$ cat src/rtl/log_dump_master_pkg.sv
// Shared definitions for the file_register GPIO command protocol and the
// log_dump_master state machines.
package log_dump_master_pkg;

  localparam int unsigned NB_C0M     = 8;
  localparam int unsigned NB_DATA    = 24;
  localparam int unsigned NB_INST    = NB_C0M + NB_DATA;
  localparam int unsigned EN_BIT     = NB_DATA - 1;
  localparam int unsigned NB_PAYLOAD = NB_DATA - 1;

  localparam logic [NB_C0M-1:0] OP_RESET   = 8'h01;
  localparam logic [NB_C0M-1:0] OP_RUN_MEM = 8'h05;
  localparam logic [NB_C0M-1:0] OP_RD_MEM  = 8'h06;
  localparam logic [NB_C0M-1:0] OP_IS_FULL = 8'h07;

  typedef enum logic [1:0] {
    ISS_IDLE,
    ISS_SETUP,
    ISS_STROBE,
    ISS_RELEASE
  } iss_state_e;

  typedef enum logic [3:0] {
    ST_IDLE,
    ST_SYS_RST_HI,
    ST_SYS_RST_LO,
    ST_ARM,
    ST_POLL,
    ST_RUN_OFF,
    ST_READ,
    ST_PUSH,
    ST_DONE
  } main_state_e;

  function automatic logic [NB_INST-1:0] make_inst(
    input logic [NB_C0M-1:0]     cmd,
    input logic                  en,
    input logic [NB_PAYLOAD-1:0] payload
  );
    return {cmd, en, payload};
  endfunction

endpackage

$ cat src/rtl/log_dump_master_if.sv
// Bus between log_dump_master and its environment: the file_register
// instruction/response words and the logged-sample valid/ready stream.
interface log_dump_master_if;
  import log_dump_master_pkg::*;

  logic [NB_INST-1:0] o_cmd_to_fr;
  logic [NB_INST-1:0] i_data_from_fr;
  logic [NB_INST-1:0] o_sample;
  logic               o_sample_valid;
  logic               i_sample_ready;

  modport master (
    output o_cmd_to_fr,
    input  i_data_from_fr,
    output o_sample,
    output o_sample_valid,
    input  i_sample_ready
  );

  modport slave (
    input  o_cmd_to_fr,
    output i_data_from_fr,
    input  o_sample,
    input  o_sample_valid,
    output i_sample_ready
  );
endinterface

$ cat src/rtl/log_dump_master_cmd_issuer.sv
// One file_register command transaction: SETUP (en=0, 1 cycle), STROBE
// (en=1, RESP_WAIT cycles, response captured on the last one), RELEASE
// (en=0, ack pulse). Total RESP_WAIT+2 cycles per request.
module log_dump_master_cmd_issuer
  import log_dump_master_pkg::*;
#(
  parameter int unsigned RESP_WAIT = 4
) (
  input  logic                  clock,
  input  logic                  i_reset,
  input  logic                  req_i,
  input  logic [NB_C0M-1:0]     opcode_i,
  input  logic [NB_PAYLOAD-1:0] payload_i,
  input  logic [NB_INST-1:0]    data_from_fr_i,
  output logic [NB_INST-1:0]    cmd_o,
  output logic [NB_INST-1:0]    resp_o,
  output logic                  ack_o
);

  localparam int unsigned NB_WAIT = (RESP_WAIT > 1) ? $clog2(RESP_WAIT) : 1;

  iss_state_e         state_q;
  logic [NB_WAIT-1:0] wait_q;
  logic [NB_INST-1:0] cmd_q;
  logic [NB_INST-1:0] resp_q;
  logic               ack_q;

  assign cmd_o  = cmd_q;
  assign resp_o = resp_q;
  assign ack_o  = ack_q;

  // Transaction sequencer; async reset drops en at once so the responder sees no edge
  always_ff @(posedge clock or negedge i_reset) begin
    if (!i_reset) begin
      state_q <= ISS_IDLE;
      wait_q  <= '0;
      cmd_q   <= '0;
      resp_q  <= '0;
      ack_q   <= 1'b0;
    end else begin
      ack_q <= 1'b0;
      unique case (state_q)
        ISS_IDLE: begin
          if (req_i) begin
            cmd_q   <= make_inst(opcode_i, 1'b0, payload_i);
            state_q <= ISS_SETUP;
          end
        end
        ISS_SETUP: begin
          cmd_q[EN_BIT] <= 1'b1;
          wait_q        <= '0;
          state_q       <= ISS_STROBE;
        end
        ISS_STROBE: begin
          if (wait_q == NB_WAIT'(RESP_WAIT - 1)) begin
            resp_q        <= data_from_fr_i;
            cmd_q[EN_BIT] <= 1'b0;
            ack_q         <= 1'b1;
            state_q       <= ISS_RELEASE;
          end else begin
            wait_q <= wait_q + 1'b1;
          end
        end
        ISS_RELEASE: state_q <= ISS_IDLE;
        default:     state_q <= ISS_IDLE;
      endcase
    end
  end

endmodule

$ cat src/rtl/log_dump_master.sv
// Hardware initiator for file_register capture sessions: RESET pulse,
// RUN_MEM on, poll IS_FULL, RUN_MEM off, then RD_MEM of every BRAM address
// with each word streamed out on a valid/ready port.
// Optional macro LOG_DUMP_TIMEOUT_EN: abort polling after POLL_MAX IS_FULL
// transactions and raise the sticky o_error flag.
module log_dump_master
  import log_dump_master_pkg::*;
#(
  parameter int unsigned RAM_DEPTH = 1024,
  parameter int unsigned NB_ADDR   = 10,
  parameter int unsigned RESP_WAIT = 4,
  parameter int unsigned POLL_MAX  = 1000000
) (
  input  logic              clock,
  input  logic              i_reset,
  input  logic              i_start,
  log_dump_master_if.master bus,
  output logic              o_busy,
  output logic              o_done,
  output logic              o_error
);

  if (RESP_WAIT < 2 || NB_ADDR > NB_PAYLOAD || (2 ** NB_ADDR) < RAM_DEPTH || POLL_MAX < 1)
  begin : g_cfg_check
    $error("log_dump_master: unsupported parameter combination");
  end

  main_state_e           state_q;
  logic                  wait_q;
  logic                  req_q;
  logic [NB_C0M-1:0]     op_q;
  logic [NB_PAYLOAD-1:0] payload_q;
  logic [NB_ADDR-1:0]    addr_q;
  logic [NB_INST-1:0]    sample_q;
  logic                  valid_q;
  logic                  busy_q;
  logic                  done_q;

  logic                  iss_ack;
  logic [NB_INST-1:0]    iss_resp;
  logic                  txn_done;
  logic                  last_addr;

  logic                  cmd_state;
  logic [NB_C0M-1:0]     cur_op;
  logic [NB_PAYLOAD-1:0] cur_payload;

`ifdef LOG_DUMP_TIMEOUT_EN
  localparam int unsigned NB_POLL = $clog2(POLL_MAX + 1);
  logic [NB_POLL-1:0] poll_cnt_q;
  logic               error_q;
  logic               abort_q;
  assign o_error = error_q;
`else
  assign o_error = 1'b0;
`endif

  assign txn_done           = wait_q & iss_ack;
  assign last_addr          = (addr_q == NB_ADDR'(RAM_DEPTH - 1));
  assign bus.o_sample       = sample_q;
  assign bus.o_sample_valid = valid_q;
  assign o_busy             = busy_q;
  assign o_done             = done_q;

  log_dump_master_cmd_issuer #(
    .RESP_WAIT(RESP_WAIT)
  ) u_cmd_issuer (
    .clock          (clock),
    .i_reset        (i_reset),
    .req_i          (req_q),
    .opcode_i       (op_q),
    .payload_i      (payload_q),
    .data_from_fr_i (bus.i_data_from_fr),
    .cmd_o          (bus.o_cmd_to_fr),
    .resp_o         (iss_resp),
    .ack_o          (iss_ack)
  );

  // Command each transaction-issuing state sends to file_register
  always_comb begin
    cmd_state   = 1'b1;
    cur_op      = OP_RESET;
    cur_payload = '0;
    unique case (state_q)
      ST_SYS_RST_HI: cur_payload = NB_PAYLOAD'(1);
      ST_SYS_RST_LO: cur_payload = '0;
      ST_ARM: begin
        cur_op      = OP_RUN_MEM;
        cur_payload = NB_PAYLOAD'(1);
      end
      ST_POLL:       cur_op = OP_IS_FULL;
      ST_RUN_OFF:    cur_op = OP_RUN_MEM;
      ST_READ: begin
        cur_op      = OP_RD_MEM;
        cur_payload = NB_PAYLOAD'(addr_q);
      end
      default:       cmd_state = 1'b0;
    endcase
  end

  // Session FSM: one request per command state, advance on that request's ack
  always_ff @(posedge clock or negedge i_reset) begin
    if (!i_reset) begin
      state_q    <= ST_IDLE;
      wait_q     <= 1'b0;
      req_q      <= 1'b0;
      op_q       <= '0;
      payload_q  <= '0;
      addr_q     <= '0;
      sample_q   <= '0;
      valid_q    <= 1'b0;
      busy_q     <= 1'b0;
      done_q     <= 1'b0;
`ifdef LOG_DUMP_TIMEOUT_EN
      poll_cnt_q <= '0;
      error_q    <= 1'b0;
      abort_q    <= 1'b0;
`endif
    end else begin
      req_q  <= 1'b0;
      done_q <= 1'b0;
      if (cmd_state && !wait_q) begin
        req_q     <= 1'b1;
        op_q      <= cur_op;
        payload_q <= cur_payload;
        wait_q    <= 1'b1;
      end
      if (txn_done) begin
        wait_q <= 1'b0;
      end
      unique case (state_q)
        ST_IDLE: begin
          if (i_start) begin
            busy_q  <= 1'b1;
            state_q <= ST_SYS_RST_HI;
`ifdef LOG_DUMP_TIMEOUT_EN
            poll_cnt_q <= '0;
            error_q    <= 1'b0;
            abort_q    <= 1'b0;
`endif
          end
        end
        ST_SYS_RST_HI: if (txn_done) state_q <= ST_SYS_RST_LO;
        ST_SYS_RST_LO: if (txn_done) state_q <= ST_ARM;
        ST_ARM:        if (txn_done) state_q <= ST_POLL;
        ST_POLL: begin
          if (txn_done) begin
            if (iss_resp[0]) begin
              state_q <= ST_RUN_OFF;
            end
`ifdef LOG_DUMP_TIMEOUT_EN
            else if (poll_cnt_q == NB_POLL'(POLL_MAX - 1)) begin
              abort_q <= 1'b1;
              error_q <= 1'b1;
              state_q <= ST_RUN_OFF;
            end else begin
              poll_cnt_q <= poll_cnt_q + 1'b1;
            end
`endif
          end
        end
        ST_RUN_OFF: begin
          if (txn_done) begin
            addr_q <= '0;
`ifdef LOG_DUMP_TIMEOUT_EN
            if (abort_q) begin
              busy_q  <= 1'b0;
              done_q  <= 1'b1;
              state_q <= ST_DONE;
            end else begin
              state_q <= ST_READ;
            end
`else
            state_q <= ST_READ;
`endif
          end
        end
        ST_READ: begin
          if (txn_done) begin
            sample_q <= iss_resp;
            valid_q  <= 1'b1;
            state_q  <= ST_PUSH;
          end
        end
        ST_PUSH: begin
          if (bus.i_sample_ready) begin
            valid_q <= 1'b0;
            if (last_addr) begin
              busy_q  <= 1'b0;
              done_q  <= 1'b1;
              state_q <= ST_DONE;
            end else begin
              addr_q  <= addr_q + 1'b1;
              state_q <= ST_READ;
            end
          end
        end
        ST_DONE: state_q <= ST_IDLE;
        default: state_q <= ST_IDLE;
      endcase
    end
  end

endmodule

$ cat src/flat_wrapper.sv
// flat-port wrapper written by rule: the top's interface ports become plain ports
module log_dump_master_flat import log_dump_master_pkg::*;
#(
  parameter int unsigned RAM_DEPTH = 1024,
  parameter int unsigned NB_ADDR   = 10,
  parameter int unsigned RESP_WAIT = 4,
  parameter int unsigned POLL_MAX  = 1000000
)
  (clock, i_reset, i_start, o_busy, o_done, o_error, bus_o_cmd_to_fr, bus_i_data_from_fr, bus_o_sample, bus_o_sample_valid, bus_i_sample_ready);
  log_dump_master_if bus_i ();
  input  logic clock;
  input  logic i_reset;
  input  logic i_start;
  output logic o_busy;
  output logic o_done;
  output logic o_error;
  output wire logic [$bits(bus_i.o_cmd_to_fr)-1:0] bus_o_cmd_to_fr;
  input wire logic [$bits(bus_i.i_data_from_fr)-1:0] bus_i_data_from_fr;
  output wire logic [$bits(bus_i.o_sample)-1:0] bus_o_sample;
  output wire logic [$bits(bus_i.o_sample_valid)-1:0] bus_o_sample_valid;
  input wire logic [$bits(bus_i.i_sample_ready)-1:0] bus_i_sample_ready;
  assign bus_o_cmd_to_fr = bus_i.o_cmd_to_fr;
  assign bus_i.i_data_from_fr = bus_i_data_from_fr;
  assign bus_o_sample = bus_i.o_sample;
  assign bus_o_sample_valid = bus_i.o_sample_valid;
  assign bus_i.i_sample_ready = bus_i_sample_ready;
  log_dump_master #(.RAM_DEPTH(RAM_DEPTH), .NB_ADDR(NB_ADDR), .RESP_WAIT(RESP_WAIT), .POLL_MAX(POLL_MAX)) u_core (.clock(clock), .i_reset(i_reset), .i_start(i_start), .bus(bus_i), .o_busy(o_busy), .o_done(o_done), .o_error(o_error));
endmodule
$ cat config.mk
export PLATFORM = sky130hd
export DESIGN_NAME = log_dump_master_flat
export DESIGN_NICKNAME = d
export VERILOG_FILES = /design/src/rtl/log_dump_master_pkg.sv /design/src/rtl/log_dump_master_if.sv /design/src/rtl/log_dump_master_cmd_issuer.sv /design/src/rtl/log_dump_master.sv /design/src/flat_wrapper.sv
export SDC_FILE = /design/constraint.sdc
export NUM_CORES = 1
export LEC_CHECK = 0
export CORE_UTILIZATION = 55
export DETAILED_ROUTE_END_ITERATION = 12
export PLACE_DENSITY = 0.83
export SYNTH_ARGS = -nofsm -noshare
export SYNTH_HDL_FRONTEND = slang
export SYNTH_SLANG_ARGS = --single-unit
$ cat constraint.sdc
create_clock -name clock -period 4.7 [get_ports clock]
set_input_delay 0.47 -clock clock [delete_from_list [all_inputs] [get_ports clock]]
set_output_delay 0.47 -clock clock [all_outputs]
set_load 0.01 [all_outputs]
---- Word-level counts from Yosys, hierarchy flattened ----
Cells that the tools add are included.
operators by class
  magnitude comparators ................... 0
  bitwise operators ....................... 1
  multiplexer cells ....................... 41
  shift operators ......................... 0
  reduce and logical (&&, ||, !) cells .... 23
  equality and inequality tests ........... 26
  $add $sub $neg .......................... 2
  multiply operators ...................... 0
  div/mod/pow operators ................... 0
operators by type and width
  cell                                                                     count
  4-bit two-way mux                                                        10
  10-bit case mux with 2 select lines                                      2
  4-bit case mux with 8 select lines                                       1
  10-bit two-way mux                                                       3
  24-bit two-way mux                                                       1
  4-bit by 3-bit equality test with 1-bit output, second input constant    4
  2-bit by 1-bit inequality test with 1-bit output, second input constant  8
  1-bit two-way mux                                                        15
  2-bit inequality test, second input constant                             6
  10-bit by 1-bit adder with 10-bit output, second input constant          1
  10-bit equality test, second input constant                              1
  2-bit AND reduction                                                      5
  2-bit nonzero test                                                       5
  3-bit case mux with 3 select lines                                       1
  9-bit AND reduction                                                      1
  4-bit by 2-bit equality test with 1-bit output, second input constant    2
  2-bit case mux with 4 select lines                                       1
  4-bit AND reduction                                                      2
  2-bit equality test, second input constant                               3
  2-bit two-way mux                                                        3
  3-bit AND reduction                                                      2
  6-bit OR reduction                                                       1
  4-bit by 1-bit equality test with 1-bit output, second input constant    1
  4-bit logical NOT                                                        1
  11 further kinds                                                         13
word-level totals
  register bits ........................... 128
  memories ................................ 0
  RAM bits ................................ 0
  input port bits ......................... 36
  bits in read-only memories .............. 0
  latch bits .............................. 0

---- Depth between registers and ports, before layout ----
  word-level depth ........................ 6
  mapped depth ............................ 7
  depth with buffers taken out ............ 6

---- Cells and area by module ----
A second synthesis with hierarchy kept.
unflattened totals
  cells, all modules ...................... 406
  area total of the unflattened synthesis .. 5,733.0 um2
by module, submodules not included
  module                      cells an instance  area each (um2)  instances  sequential area each (um2)
  log_dump_master             244                2,934.1          1          1,601.5
  log_dump_master_cmd_issuer  162                2,798.9          1          1,726.7

---- Worst setup path after synthesis ----
OpenSTA, ideal clock, no wires.
  kind .................................... reg-to-reg
  from .................................... reg u_core.state_q[3]
  to ...................................... reg u_core.sample_q[10] (netlist: u_core.bus.o_sample[10])
  path slack .............................. 3.027 ns
  clock period less this slack ............ 1.673 ns
  path buffers ............................ 3
  stages on the path, launching flop included .. 8
  data required time ...................... 4.575 ns
  arrival time ............................ 1.548 ns
  cell sequence ........................... dfrtp_1 > buf_6 > nand2b_4 > nor3b_2 > and3_1 > buf_4 > buf_6 > mux2_2
between the ends
  word-level cells in the longest chain between the ends .. 2
ends and longest elaborated chain
  what                                            RTL line                source
  from (decl)                                     log_dump_master.sv:28   main_state_e state_q;
  from (signal assigned)                          log_dump_master.sv:104  state_q <= ST_IDLE;
  from (signal assigned)                          log_dump_master.sv:135  state_q <= ST_SYS_RST_HI;
  from (signal assigned)                          log_dump_master.sv:143  ST_SYS_RST_HI: if (txn_done) state_q <= ST_SYS_RST_LO;
  4-bit by 3-bit equality test with 1-bit output  log_dump_master.sv:131  unique case (state_q)
  2-bit AND reduction (no source line)            --
  to (signal assigned)                            log_dump_master.sv:180  sample_q <= iss_resp;
  to (decl)                                       log_dump_master.sv:34   logic [NB_INST-1:0] sample_q;
No other way between the ends.
A chain may end at the register's enable or synchronous reset.

---- Final worst setup path ----
  from .................................... reg u_core.state_q[2]
  to ...................................... reg u_core.sample_q[13] (netlist: u_core.bus.o_sample[13])
The elaborated chain is that of the path after synthesis.

==> metrics <==
commonest cells in the netlist dfrtp_1, mux2_2, nand2_1, buf_4, o21ai_0; Via density 5.44; Ys Warns 0; total wire length 9.70 mm; post-CTS resize count 0; PwrDens 628 nW/um^2; fmax 0.415 GHz; Synth Register Bits 115; CP cell instances nand2b_4 -> nor3b_2 -> and3_1 -> buf_4 -> mux2_2; remaining global-route overflow 0; pin count of the biggest net entering global routing 67; period utilisation layout 0.512; Nets 503; WP data arrival 2.81 ns; Synth Flop Type dfrtp_1; clock skew 0.00778 ns; root buf cell clkbuf_8; antenna violation net count after detailed routing 0; Initial Utilization 0.565; # fillers 572; H-tree Lvls 4; register area share after synthesis 0.587; placed cell area 5710 sq um; routed via count 3163; io pins 104; # clock sinks 115; final setup fails 0; Longest Clk Path Bufs 2; ranking of synthesized cells by area dfrtp_1, mux2_2, buf_4; Synth top area share 0.587; max-cap viol count 0; CTS Hold Bufs 0; leading area contributor after synthesis dfrtp_1; startpoint type of the worst setup path flip-flop; post-synthesis instance area 4900 sq um; measured slew at the worst slew-check pin 0.912 ns; worst relative slew slack 0.391; CP peak stage delay 0.60 ns; register area 2880 sq um; Layout area overhead 27.5%; Async SR Flop Fraction 1.00; reg-to-reg setup timing slack 2.29 ns; Die X 96.4 um; drt wl/cell 16.7 um; first-pass detailed-route iteration total 4; CTS tree done; number of I/O port buffers 84; dpl ws 2.32 ns; CP Capture Type flip-flop; RD Place Congestion 0.826; Multi-input gate area 1790 sq um; LEAKAGE 2.73 nW; clock insertion delay at the later pin of the skew report 0.52 ns; total CTS buffers 17; Post-synth EDFFs 0; IR drop worst, VDD 0.339 mV; Final Cell Area 6250 sq um; drt initial violations 159; Final Max Slew Viols 0; outcome finished clean; Syn Inst Count 372; die height 96.4 um; worst-path fanout max 33; Period minus WS final 2.41 ns; top-count cell post-synth dfrtp_1; # DRC 0; number of global-route vias before repair 3143; syn_area_per_cell 13.2 sq um; post-route core utilization 0.720; layout cells sized above 1 0.256; detailed placement HPWL 6.33 mm; Hold Vio Cnt, Final 0; Overall Global Routing Usage 0.224; Worst-path clk slew 0.06 ns; WP data required 5.10 ns; final setup margin 2.29 ns; distinct cell type count after synthesis 47; Crit-path slowest cell dfrtp_1; final setup TNS 0 ns; unrepaired setup endpoints after global routing no; initial antenna violation count 0; diode count 0; Rows 34; Post-CTS Repair Setup Buffers 0; first-pass GRT wire length 15.3 mm; Hold Crit Class in -> async; kind of critical path reg -> reg; Die Area 9290 sq um; core area 8680 sq um
-- critical path: cells and delay by family, from the launching register on --
kind                   cells  cell delay (ns)
multiplexers               1             0.40
AND/OR/NAND/NOR            3             0.87
flip-flops                 1             0.60
buffers and inverters      1             0.40
-- sequential cells by signal, summed over array words and instances, names as in the netlist, 2 cells and up --
register / count
u_core.op_q: 3
u_core.u_cmd_issuer.wait_q: 2
u_core.bus.o_sample: 32
u_core.payload_q: 10
u_core.u_cmd_issuer.cmd_o: 14
u_core.u_cmd_issuer.state_q: 2
u_core.u_cmd_issuer.resp_o: 32
u_core.state_q: 4
u_core.addr_q: 10
-- final timing paths --
path / startpoint / end / cells past startpoint
max in group asynchronous: i_reset / u_core.bus.o_sample[19] / 2
min in group clock: u_core.payload_q[3] / u_core.payload_q[3] / 2
worst min-delay path: i_reset / u_core.u_cmd_issuer.cmd_o[9] / 1
worst max-delay path: u_core.state_q[2] / u_core.bus.o_sample[13] / 5
worst max register to register: u_core.state_q[2] / u_core.bus.o_sample[13] / 5
worst min register to register: u_core.payload_q[3] / u_core.payload_q[3] / 2
-- layout make-up --
| type | instances | area share |
|---|---|---|
| Clock inverter | 14 | 0.0194 |
| Timing Repair Buffer | 87 | 0.138 |
| Multi-Input combinational cell | 228 | 0.287 |
| Sequential cell | 115 | 0.461 |
| Tap cell | 108 | 0.0216 |
| Inverter | 11 | 0.00661 |
| Clock buffer | 18 | 0.0669 |
-- logic make-up after synthesis --
logic type,count (synthesis),share of synthesized area
flops,115,0.587
mux,83,0.190
simple gates,70,0.0756
compound gates,48,0.0659
buf+inv,47,0.0605
fa+ha+maj,7,0.0179
other cells,1,0.000765
xor+xnor,1,0.00179
-- power by group --
group / total, mW / internal (mW) / switching, mW
clock: 1.16 / 0.663 / 0.498
combinational: 1.13 / 0.672 / 0.457
sequential: 1.63 / 1.38 / 0.252
total: 3.92 / 2.72 / 1.21
-- per-stage QoR --
| step | instances | hold WS, ns | power (mW) |
|---|---|---|---|
| 4_1_cts | 581 | 0.0668 | 3.95 |
| 3_3_place_gp | 549 | 0.467 | 2.68 |
| 5_1_grt | 581 | 0.0995 | 4.15 |
| 2_1_floorplan | 390 | 0.174 | 2.22 |
| 6_report | 581 | 0.0441 | 3.92 |
| 3_5_place_dp | 549 | 0.478 | 2.77 |
-- routing by layer --
metal | wire, um | track usage | up-vias
met5 | 0 | 0 | -
met4 | 138 | 0.0809 | 0
met3 | 547 | 0.0751 | 14
met2 | 5020 | 0.369 | 115
met1 | 3990 | 0.277 | 1585
li1 | - | - | 1449
-- layout by cell type, fill, tap and decap left out, types with 2 or more instances in the layout --
cell	Yosys	routed
a21oi_1	6	6
a22o_1	2	2
a311oi_1	3	3
and2b_1	3	3
and3_1	2	2
buf_4	20	4
clkbuf_16	0	16
clkdlybuf4s50_1	0	83
clkinvlp_4	0	5
conb_1	1	19
dfrtp_1	115	115
ha_1	7	7
inv_1	11	11
inv_6	0	6
inv_8	0	2
mux2_1	3	3
mux2_2	78	78
mux2i_1	2	2
nand2_1	31	31
nand2b_1	3	3
nand3_1	9	9
nor2_1	4	4
nor3_1	3	3
o211ai_1	3	3
o21ai_0	17	17
o31ai_1	6	6
o32ai_1	2	2
or3_1	4	4
or4_1	2	2
No activity file was read; power rests on OpenSTA's default activity.
